File: src/rtl/hazard_ctrl.sv
// -----------------------------------------------------------------------------
// hazard_ctrl
//   Hazard controller for the 5-stage forwarding CPU. It sits beside decode.
//   Each cycle it compares the ID source registers with the EX and MEM
//   destinations. From that it drives:
//     - the operand forwarding selects,
//     - the PC / IF-ID write-inhibit (wpcir),
//     - the EX bubble,
//     - the IF flush.
//   A three-state FSM (RUN / STALL / FLUSH) stretches load-use stalls and
//   taken-branch flushes over several cycles.
//
// Parameters
//   LOAD_STALL_CYC  cycles wpcir is held per load-use hazard (1..3)
//   FLUSH_CYC       cycles flush_if is held after a taken branch (1..2)
//   CNT_W           width of the performance counters
//
// Ports
//   clk, rst             clock (rising edge); asynchronous active-high reset
//   id_rs/id_rt          source register fields of the ID instruction
//   id_use_rs/id_use_rt  ID instruction really reads rs / rt
//   ex_destR/ex_wreg/ex_m2reg     EX destination, writes-regfile, is-load
//   mem_destR/mem_wreg/mem_m2reg  MEM destination, writes-regfile, is-load
//   id_branch            branch in ID resolves taken this cycle
//   fwda/fwdb            00 regfile, 01 EX alu, 10 MEM alu, 11 MEM load data
//   wpcir                hold PC and IF/ID
//   bubble_ex            ID/EX latches a NOP
//   flush_if             IF/ID latches a zero instruction
//   stall_cnt/flush_cnt  performance counters (saturating)
//
// Build option
//   HAZARD_PERF_CNT_EN   When defined, the stall and flush counters are
//                        implemented. Otherwise both outputs are tied to 0.
// -----------------------------------------------------------------------------
module hazard_ctrl #(
    parameter int LOAD_STALL_CYC = 1,
    parameter int FLUSH_CYC      = 1,
    parameter int CNT_W          = 16
) (
    input  logic             clk,
    input  logic             rst,
    input  logic [4:0]       id_rs,
    input  logic [4:0]       id_rt,
    input  logic             id_use_rs,
    input  logic             id_use_rt,
    input  logic [4:0]       ex_destR,
    input  logic             ex_wreg,
    input  logic             ex_m2reg,
    input  logic [4:0]       mem_destR,
    input  logic             mem_wreg,
    input  logic             mem_m2reg,
    input  logic             id_branch,
    output logic [1:0]       fwda,
    output logic [1:0]       fwdb,
    output logic             wpcir,
    output logic             bubble_ex,
    output logic             flush_if,
    output logic [CNT_W-1:0] stall_cnt,
    output logic [CNT_W-1:0] flush_cnt
);

    typedef enum logic [1:0] {
        RUN   = 2'd0,
        STALL = 2'd1,
        FLUSH = 2'd2
    } state_t;

    // The first hazard cycle is spent in RUN. So the extra states only
    // cover the remaining N-1 cycles.
    localparam logic [1:0] STALL_RELOAD = 2'(LOAD_STALL_CYC - 1);
    localparam logic [1:0] FLUSH_RELOAD = 2'(FLUSH_CYC - 1);

    state_t     state_reg, state_next;
    logic [1:0] cnt_reg, cnt_next;
    logic       lu;
    logic [1:0] fwda_next, fwdb_next;

    // Forwarding select for one source operand.
    //   - EX wins over MEM.
    //   - A load in EX cannot forward its data yet, so it falls through to
    //     the MEM check. The stall logic covers that case.
    function automatic logic [1:0] fwd_sel(input logic src_used, input logic [4:0] src,
                                           input logic [4:0] e_dest, input logic e_wreg,
                                           input logic e_m2reg, input logic [4:0] m_dest,
                                           input logic m_wreg, input logic m_m2reg);
        if (!src_used || src == 5'd0)
            return 2'b00;
        if (e_wreg && !e_m2reg && e_dest == src)
            return 2'b01;
        if (m_wreg && m_dest == src)
            return m_m2reg ? 2'b11 : 2'b10;
        return 2'b00;
    endfunction

    assign fwda_next = fwd_sel(id_use_rs, id_rs, ex_destR, ex_wreg, ex_m2reg,
                               mem_destR, mem_wreg, mem_m2reg);
    assign fwdb_next = fwd_sel(id_use_rt, id_rt, ex_destR, ex_wreg, ex_m2reg,
                               mem_destR, mem_wreg, mem_m2reg);

    // Load-use hazard: the EX load's data only exists after MEM.
    assign lu = ex_wreg && ex_m2reg && (ex_destR != 5'd0) &&
                ((id_use_rs && id_rs == ex_destR) || (id_use_rt && id_rt == ex_destR));

    always_ff @(posedge clk or posedge rst) begin
        if (rst) begin
            state_reg <= RUN;
            cnt_reg   <= 2'd0;
        end else begin
            state_reg <= state_next;
            cnt_reg   <= cnt_next;
        end
    end

    always_comb begin
        state_next = state_reg;
        cnt_next   = cnt_reg;
        wpcir      = 1'b0;
        bubble_ex  = 1'b0;
        flush_if   = 1'b0;
        fwda       = fwda_next;
        fwdb       = fwdb_next;

        case (state_reg)
            RUN: begin
                // A load-use hazard takes precedence over a branch. The
                // branch is re-evaluated once the stall has finished.
                if (lu) begin
                    wpcir     = 1'b1;
                    bubble_ex = 1'b1;
                    if (LOAD_STALL_CYC > 1) begin
                        state_next = STALL;
                        cnt_next   = STALL_RELOAD;
                    end
                end else if (id_branch) begin
                    flush_if = 1'b1;
                    if (FLUSH_CYC > 1) begin
                        state_next = FLUSH;
                        cnt_next   = FLUSH_RELOAD;
                    end
                end
            end
            STALL: begin
                wpcir     = 1'b1;
                bubble_ex = 1'b1;
                cnt_next  = cnt_reg - 2'd1;
                if (cnt_reg == 2'd1)
                    state_next = RUN;
            end
            FLUSH: begin
                // A load-use hazard seen here is picked up again in RUN.
                flush_if = 1'b1;
                cnt_next = cnt_reg - 2'd1;
                if (cnt_reg == 2'd1)
                    state_next = RUN;
            end
            default: begin
                state_next = RUN;
                cnt_next   = 2'd0;
            end
        endcase

        // Keep every control output quiet while reset is held, whatever
        // the pipeline inputs show.
        if (rst) begin
            wpcir     = 1'b0;
            bubble_ex = 1'b0;
            flush_if  = 1'b0;
            fwda      = 2'b00;
            fwdb      = 2'b00;
        end
    end

`ifdef HAZARD_PERF_CNT_EN
    localparam logic [CNT_W-1:0] CNT_ONE = CNT_W'(1);

    logic [CNT_W-1:0] stall_cnt_reg, flush_cnt_reg;

    // Both counters stop at all-ones rather than wrapping.
    always_ff @(posedge clk or posedge rst) begin
        if (rst) begin
            stall_cnt_reg <= '0;
            flush_cnt_reg <= '0;
        end else begin
            if (wpcir && stall_cnt_reg != '1)
                stall_cnt_reg <= stall_cnt_reg + CNT_ONE;
            if (flush_if && flush_cnt_reg != '1)
                flush_cnt_reg <= flush_cnt_reg + CNT_ONE;
        end
    end

    assign stall_cnt = stall_cnt_reg;
    assign flush_cnt = flush_cnt_reg;
`else
    assign stall_cnt = '0;
    assign flush_cnt = '0;
`endif

endmodule

File: config.mk
export PLATFORM = sky130hd
export DESIGN_NAME = hazard_ctrl
export DESIGN_NICKNAME = d
export VERILOG_FILES = /design/src/rtl/hazard_ctrl.sv
export SDC_FILE = /design/constraint.sdc
export NUM_CORES = 1
export LEC_CHECK = 0
export ABC_AREA = 1
export BUFFER_PORTS_ARGS = -buffer_cell sky130_fd_sc_hd__clkbuf_2
export CAP_MARGIN = 25
export CORE_MARGIN = 8
export CORE_UTILIZATION = 41
export DETAILED_ROUTE_END_ITERATION = 8
export PLACE_DENSITY_LB_ADDON = 0.05
export SLEW_MARGIN = 25
export SYNTH_ARGS = -nofsm -noshare
export SYNTH_HDL_FRONTEND = slang
export SYNTH_SLANG_ARGS = --single-unit
File: constraint.sdc
create_clock -name clk -period 2.2 [get_ports clk]
set_input_delay 0.11 -clock clk [delete_from_list [all_inputs] [get_ports clk]]
set_output_delay 0.11 -clock clk [all_outputs]
set_load 0.03 [all_outputs]
==> Word-level counts from Yosys, hierarchy flattened <==
Index checks and enable logic that the tools add are counted.
{ "op_classes": {"n_shift": 0, "multipliers": 0, "muxes": 37, "add_sub_neg": 1, "reduce_logical": 22, "div_mod_pow": 0, "bitwise_logic": 1, "n_eq_ne": 10, "magnitude_cmp": 0} }
{ "ops": {"columns": ["op", "n"], "rows": [
  ["$eq 5x5->1", 6],
  ["$mux 2", 15],
  ["$mux 1", 18],
  ["$logic_and 1x1->1", 10],
  ["$logic_not 5->1", 2],
  ["$pmux 2 s2", 2],
  ["$reduce_bool 5->1", 1],
  ["$eq 2x1->1 const B", 2],
  ["$pmux 1 s2", 2],
  ["$logic_not 1->1", 3],
  ["$logic_or 1x1->1", 3],
  ["$eq 2x2->1 const B", 1],
  ["$logic_not 2->1", 1],
  ["$ne 2x1->1 const B", 1],
  ["$reduce_and 2->1", 1],
  ["$reduce_or 2->1", 1],
  ["$sub 2x1->2 const B", 1],
  ["$not 1->1", 1]
]} }
{ "totals": {"register_bits": 4, "rom_bits": 0, "mem_count": 0, "word_cells": 73, "latchBits": 0, "mem_bits_rw": 0} }

==> Logic depth before layout (Yosys ltp) <==
Gate-level depths: netlist (run 1).
{ "depth": {"word_depth": 11, "mapped_depth": 9, "ltp_nobuf": 8} }

==> Worst setup path before layout (run 1) <==
OpenSTA, ideal clock, no wires.
{ "synth_timing": {"kind": "input to output", "from": "in id_rt[3]", "to": "out wpcir", "slack_ps": 806, "t_required_ps": 2090, "arrival_ps": 1284, "path_stages": 9, "path_cell_list": "inv_1 -> nand2_1 -> nand2_1 -> nor2_1 -> nand4_1 -> nand2_1 -> nand2_1 -> nor2_1 -> buf_4"} }
{ "synth_via": {"elab_chain_len": 7} }
{ "synth_lines": {"columns": ["element", "line_no", "text"], "rows": [
  ["start: declaration", "43", "input logic [4:0] id_rt,"],
  ["$eq 5x5->1", "102", "((id_use_rs && id_rs == ex_destR) || (id_use_rt && id_rt == ex_destR));"],
  ["$logic_and 1x1->1", "102", null],
  ["$logic_or 1x1->1", "102", null],
  ["$logic_and 1x1->1", "101", "assign lu = ex_wreg && ex_m2reg && (ex_destR != 5'd0) &&"],
  ["$mux 1", null, null],
  ["$pmux 1 s2", null, null],
  ["$mux 1", null, null],
  ["end: declaration", "55", "output logic wpcir,"]
]} }
No other way between the ends.

==> Worst setup path after layout (run 1) <==
{ "layout_timing": {"from": "in id_rs[0]", "to": "out fwda[0]"} }
{ "layout_via": {"elab_chain_len": 9, "elab_cells_between_ends": 18, "cone_classes": "eq/ne (2); mux (12); reduce/logical (4)"} }
{ "layout_lines": {"columns": ["element", "line_no", "text"], "rows": [
  ["start: declaration", "42", "input logic [4:0] id_rs,"],
  ["$eq 5x5->1", "90", "if (m_wreg && m_dest == src)"],
  ["$logic_and 1x1->1", "90", null],
  ["$mux 1 (2 in series)", "90", null],
  ["$mux 1", "88", "if (e_wreg && !e_m2reg && e_dest == src)"],
  ["$mux 2", "92", "return 2'b00;"],
  ["$mux 2", "90", null],
  ["$mux 2 *", "88", null],
  ["$mux 2 *", "164", "if (rst) begin"],
  ["end: declaration", "53", "output logic [1:0] fwda,"]
]} }
Every way passes the cells marked *; elsewhere a longest branch is shown, timed or not. The select of a mux whose other input is x is not followed.

==> metrics, run 1 <==
Rows 15; routing usage on met2 between 20 and 25%; gp weighted congestion 0.7820; Worst path max stage delay 230 ps; # nets final a little under 200; die extent in y between 50 and 60 µm; fin util 45.83%; met3 Use GR 2.217%; crit path capture type output pin; Worst EP required 2090 ps; cell mode on critical path nand2_1; fin area 757.0 µm²; post_cts resized 0; ANT nets after route 0; Synth top area share approximately 36%; final wirelength 1.837 mm; Critical Path, Cell by Cell clkbuf_2 -> inv_1 -> nand2_1 -> nand2_1 -> nor2_1 -> nand3_1 -> nor2_1 -> nand2_1 -> o21ai_0 -> clkbuf_2; Initial Util a little over two fifths; vias per std cell 4.132; TritonRoute pass-1 iters 4; type of the worst setup path in2out; Arrival @ worst endpoint 1140 ps; DRT iter0 DRCs 16; GRT overflow 0; die area ~3300 µm²; Final Hold Fails 0; fin. max-slew vios 0; Mean Syn Cell Area 5.242 µm²; total negative slack 0 ps; CP max stage cell clkbuf_2; worst vdd ir 0.0001105 V; Ports between 60 and 70; chip width 57.08 µm; Antenna Cells 0; mapped cell area between 600 and 700 µm²; status finished clean; Vias 752; Hold Crit Class in2out; Worst Hold Depth 3; # DRC 0; RSZ-0062 raised after global routing false; Power per Cell Area 228.3 nW/µm²; Syn-to-layout area delta 9.403%; Fmax 801.1 MHz; core region area 1652 µm²; Seq Cell Count 0; largest net degree at the start of global routing 6; post-synth top area cell buf_4; placed cell area 757.0 µm²; register area share after synthesis 0%; first-pass GRT wire length 3.091 mm; worst-path maximum fanout 3; Synthesis Warnings 0; Synth area leaders buf_4 (36%), nand2_1 (18%), inv_1 (11%), nor2_1 (9.2%), xor2_1 (6.3%); GRT Total Usage 10.39%; number of global-route vias before repair 770; hpwl dp around 1.8 mm; busiest grt layer met2; Leak 0.5339 nW; Setup Viol. Count Final 0; M1 GR Usage 11.74%; Final min period between 1000 and 1500 ps; # port buffers 35; Startpoint Class input port; initial antenna violation count 0; WL/cell 10.09 µm; synthesized instance count between 100 and 150; Post-CTS Setup Bufs 0; most common cell after layout, fill and taps aside clkbuf_2; most frequent cells in the layout clkbuf_2 (35), nand2_1 (33), conb_1 (32); distinct cell type count after synthesis 14; Tcrit/Tclk final 56.74%; maxcap violations 0; share of post-route cells with drive strength above 1 21.21%; clock buf count 0; hold_buf cts 0; Register Area 0 µm²
report_power, final:
part | switching, mW | internal [mW] | total [mW]
registers | 0 | 0 | 0
logic | 0.130 | 0.0424 | 0.173
clock network | 0 | 0 | 0
total | 0.130 | 0.0424 | 0.173
cell type report:
cell class	instances	area, µm²
Fill cell	197	894.6
Inverter	20	75.07
Multi-Input combinational cell	110	485.5
Tap cell	17	21.27
Timing Repair Buffer	35	175.2
cell usage after synthesis:
cell type and n:
o22ai_1 2, nor2_1 17, conb_1 1, inv_1 20
o21ai_0 2, o211ai_1 1, buf_4 33, a21oi_1 3
nand4_1 5, xor2_1 5, nand3_1 6, nand2_1 33
xnor2_1 2, nor3_1 2
worst max-delay path, delay by kind of cell:
family | cells | cell delay, ps
buffers and inverters | 3 | 400
AOI/OAI and AO/OA | 1 | 70
and+or+nand+nor | 6 | 560
through the flow:
step | instances | setup slack [ps] | power (mW) | hold WS [ps]
6_report | 182 | 951.7 | 0.1728 | 524.8
5_1_grt | 182 | 791.8 | 0.1901 | 541.0
4_1_cts | 182 | 937.8 | 0.1712 | 528.7
3_5_place_dp | 182 | 945.3 | 0.1707 | 527.9
3_3_place_gp | 182 | 939.6 | 0.1707 | 525.2
2_1_floorplan | 163 | 806.3 | 0.1680 | 339.1
final timing paths:
kind	start	to	slack, ps
setup / recovery	id_rs[0]	fwda[0]	950
hold / removal	rst	wpcir	520
cells by family after synthesis:
kind of cell    Yosys count  share of synthesized area, %
other cells               1                        0.5420
simple gates             63                         37.43
xor+xnor                  7                         8.861
compound gates            8                         6.509
buf+inv                  53                         46.65
metal layers:
metal | share of wire, % | vias up
met1 | 41 | 316
met2 | 51 | 30
met4 | 0 | 0
li1 | - | 406
met3 | 8.7 | 0
met5 | 0 | -
Note: power is estimated with default switching activity, not from simulation.
==> inputs of run 2 (changes only) <==
Settings changed: CORE_UTILIZATION 41 to 38.
Clock period 2.2 ns to 1.3 ns, I/O delays scaled along.
==> run 2 against run 1 <==
Total power increased by 71%. Worst setup slack got worse by 780 ps. Global-route usage decreased by 0.12 points. Cell count increased by 4.4%. Wire length increased by 3.8%. Highest routed layer unchanged. First-iteration DRC count decreased by 50%. Critical path depth unchanged. Critical endpoint is now bubble_ex.
==> metrics, run 2 (same netlist as run 1, synthesis figures left out) <==
status finished clean; final wirelength 1.906 mm; # DRC 0; share of post-route cells with drive strength above 1 23.03%; total negative slack 0 ps; placed cell area approximately 770 µm²; DRT iter0 DRCs 8; # nets final 196; GRT Total Usage 10.27%; Tcrit/Tclk final 86.75%; Antenna Cells 0; total power 0.2950 mW; most frequent cells in the layout nand2_1 (33), clkbuf_2 (33), conb_1 (32); GRT overflow 0; # port buffers 35; maxcap violations 0; Register Area 0 µm²; Arrival @ worst endpoint 1060 ps; Vias 766; hpwl dp ~1.8 mm; Critical Path, Cell by Cell clkbuf_2 -> inv_1 -> nand2_1 -> nand2_1 -> nor2_1 -> nand4_1 -> nand2_1 -> nand2_1 -> nor2_2 -> clkbuf_2; chip width 58.67 µm; Post-CTS Setup Bufs 0; Startpoint Class input port; fin area 779.5 µm²; Worst EP required 1240 ps; CP delay by family, top simple AND/OR/NAND/NOR gates; Final min period ~1100 ps; core region area 1727 µm²; post_cts resized 0; Final Hold Fails 0; type of the worst setup path in2out; number of global-route vias before repair 725; ANT nets after route 0; worst setup margin 172.2 ps; Initial Util 40.07%; Ports 68; die area 3442 µm²; WL/cell 10.03 µm; Fin Hold WS approximately 440 ps; largest net degree at the start of global routing 6; Leak 0.5342 nW; Fmax 886.7 MHz; Worst path max stage delay 210 ps; Hold Crit Class in2out; fin. max-slew vios 0; Seq Cell Count 0; Rows 15; Power per Cell Area 378.4 nW/µm²; TritonRoute pass-1 iters 4; Setup Viol. Count Final 0; initial antenna violation count 0; Syn-to-layout area delta 12.66%; crit path capture type output pin; die extent in y 58.67 µm; pre-CTS setup slack 128.8 ps; hold_buf cts 0; fin util 45.14%; RSZ-0062 raised after global routing false; cell mode on critical path nand2_1; first-pass GRT wire length 3.001 mm; worst-path maximum fanout 4; placed cells 190; vias per std cell 4.032; CP max stage cell clkbuf_2; worst path bufs/invs 3; gp weighted congestion between 0.7 and 0.8; clock buf count 0; worst vdd ir 0.0001607 V; Finished Layout Cells 190
## run 2: final timing paths
check	startpoint	endpoint	slack, ps	cells past startpoint
worst max-delay path	id_rt[3]	bubble_ex	170	10
worst min-delay path	rst	wpcir	440	3
## run 2: cell type report
| type | count | area [µm²] |
|---|---|---|
| fillers | 208 | 947.2 |
| inverters | 20 | 75.07 |
| multi-input cells | 110 | 493.0 |
| well taps | 25 | 31.28 |
| repair buffers | 35 | 180.2 |
## run 2: layer usage
layer	up-vias	wire (µm)	part of all wire, %	global-route usage, %
li1	409	-	-	-
met1	324	734	39	11.55
met2	33	955	50	19.69
met3	0	217	11	2.826
met4	0	0	0	0
met5	-	0	0	0
## run 2: report_power, final
| group | leakage, nW | switching, mW | internal, mW |
|---|---|---|---|
| combinational | 0.534 | 0.223 | 0.0722 |
| sequential | 0 | 0 | 0 |
| clock | 0 | 0 | 0 |
## run 2: worst min-delay path: stages
cell	delay [ps]
clkbuf_2	100
nor2_2	40
clkbuf_2	170
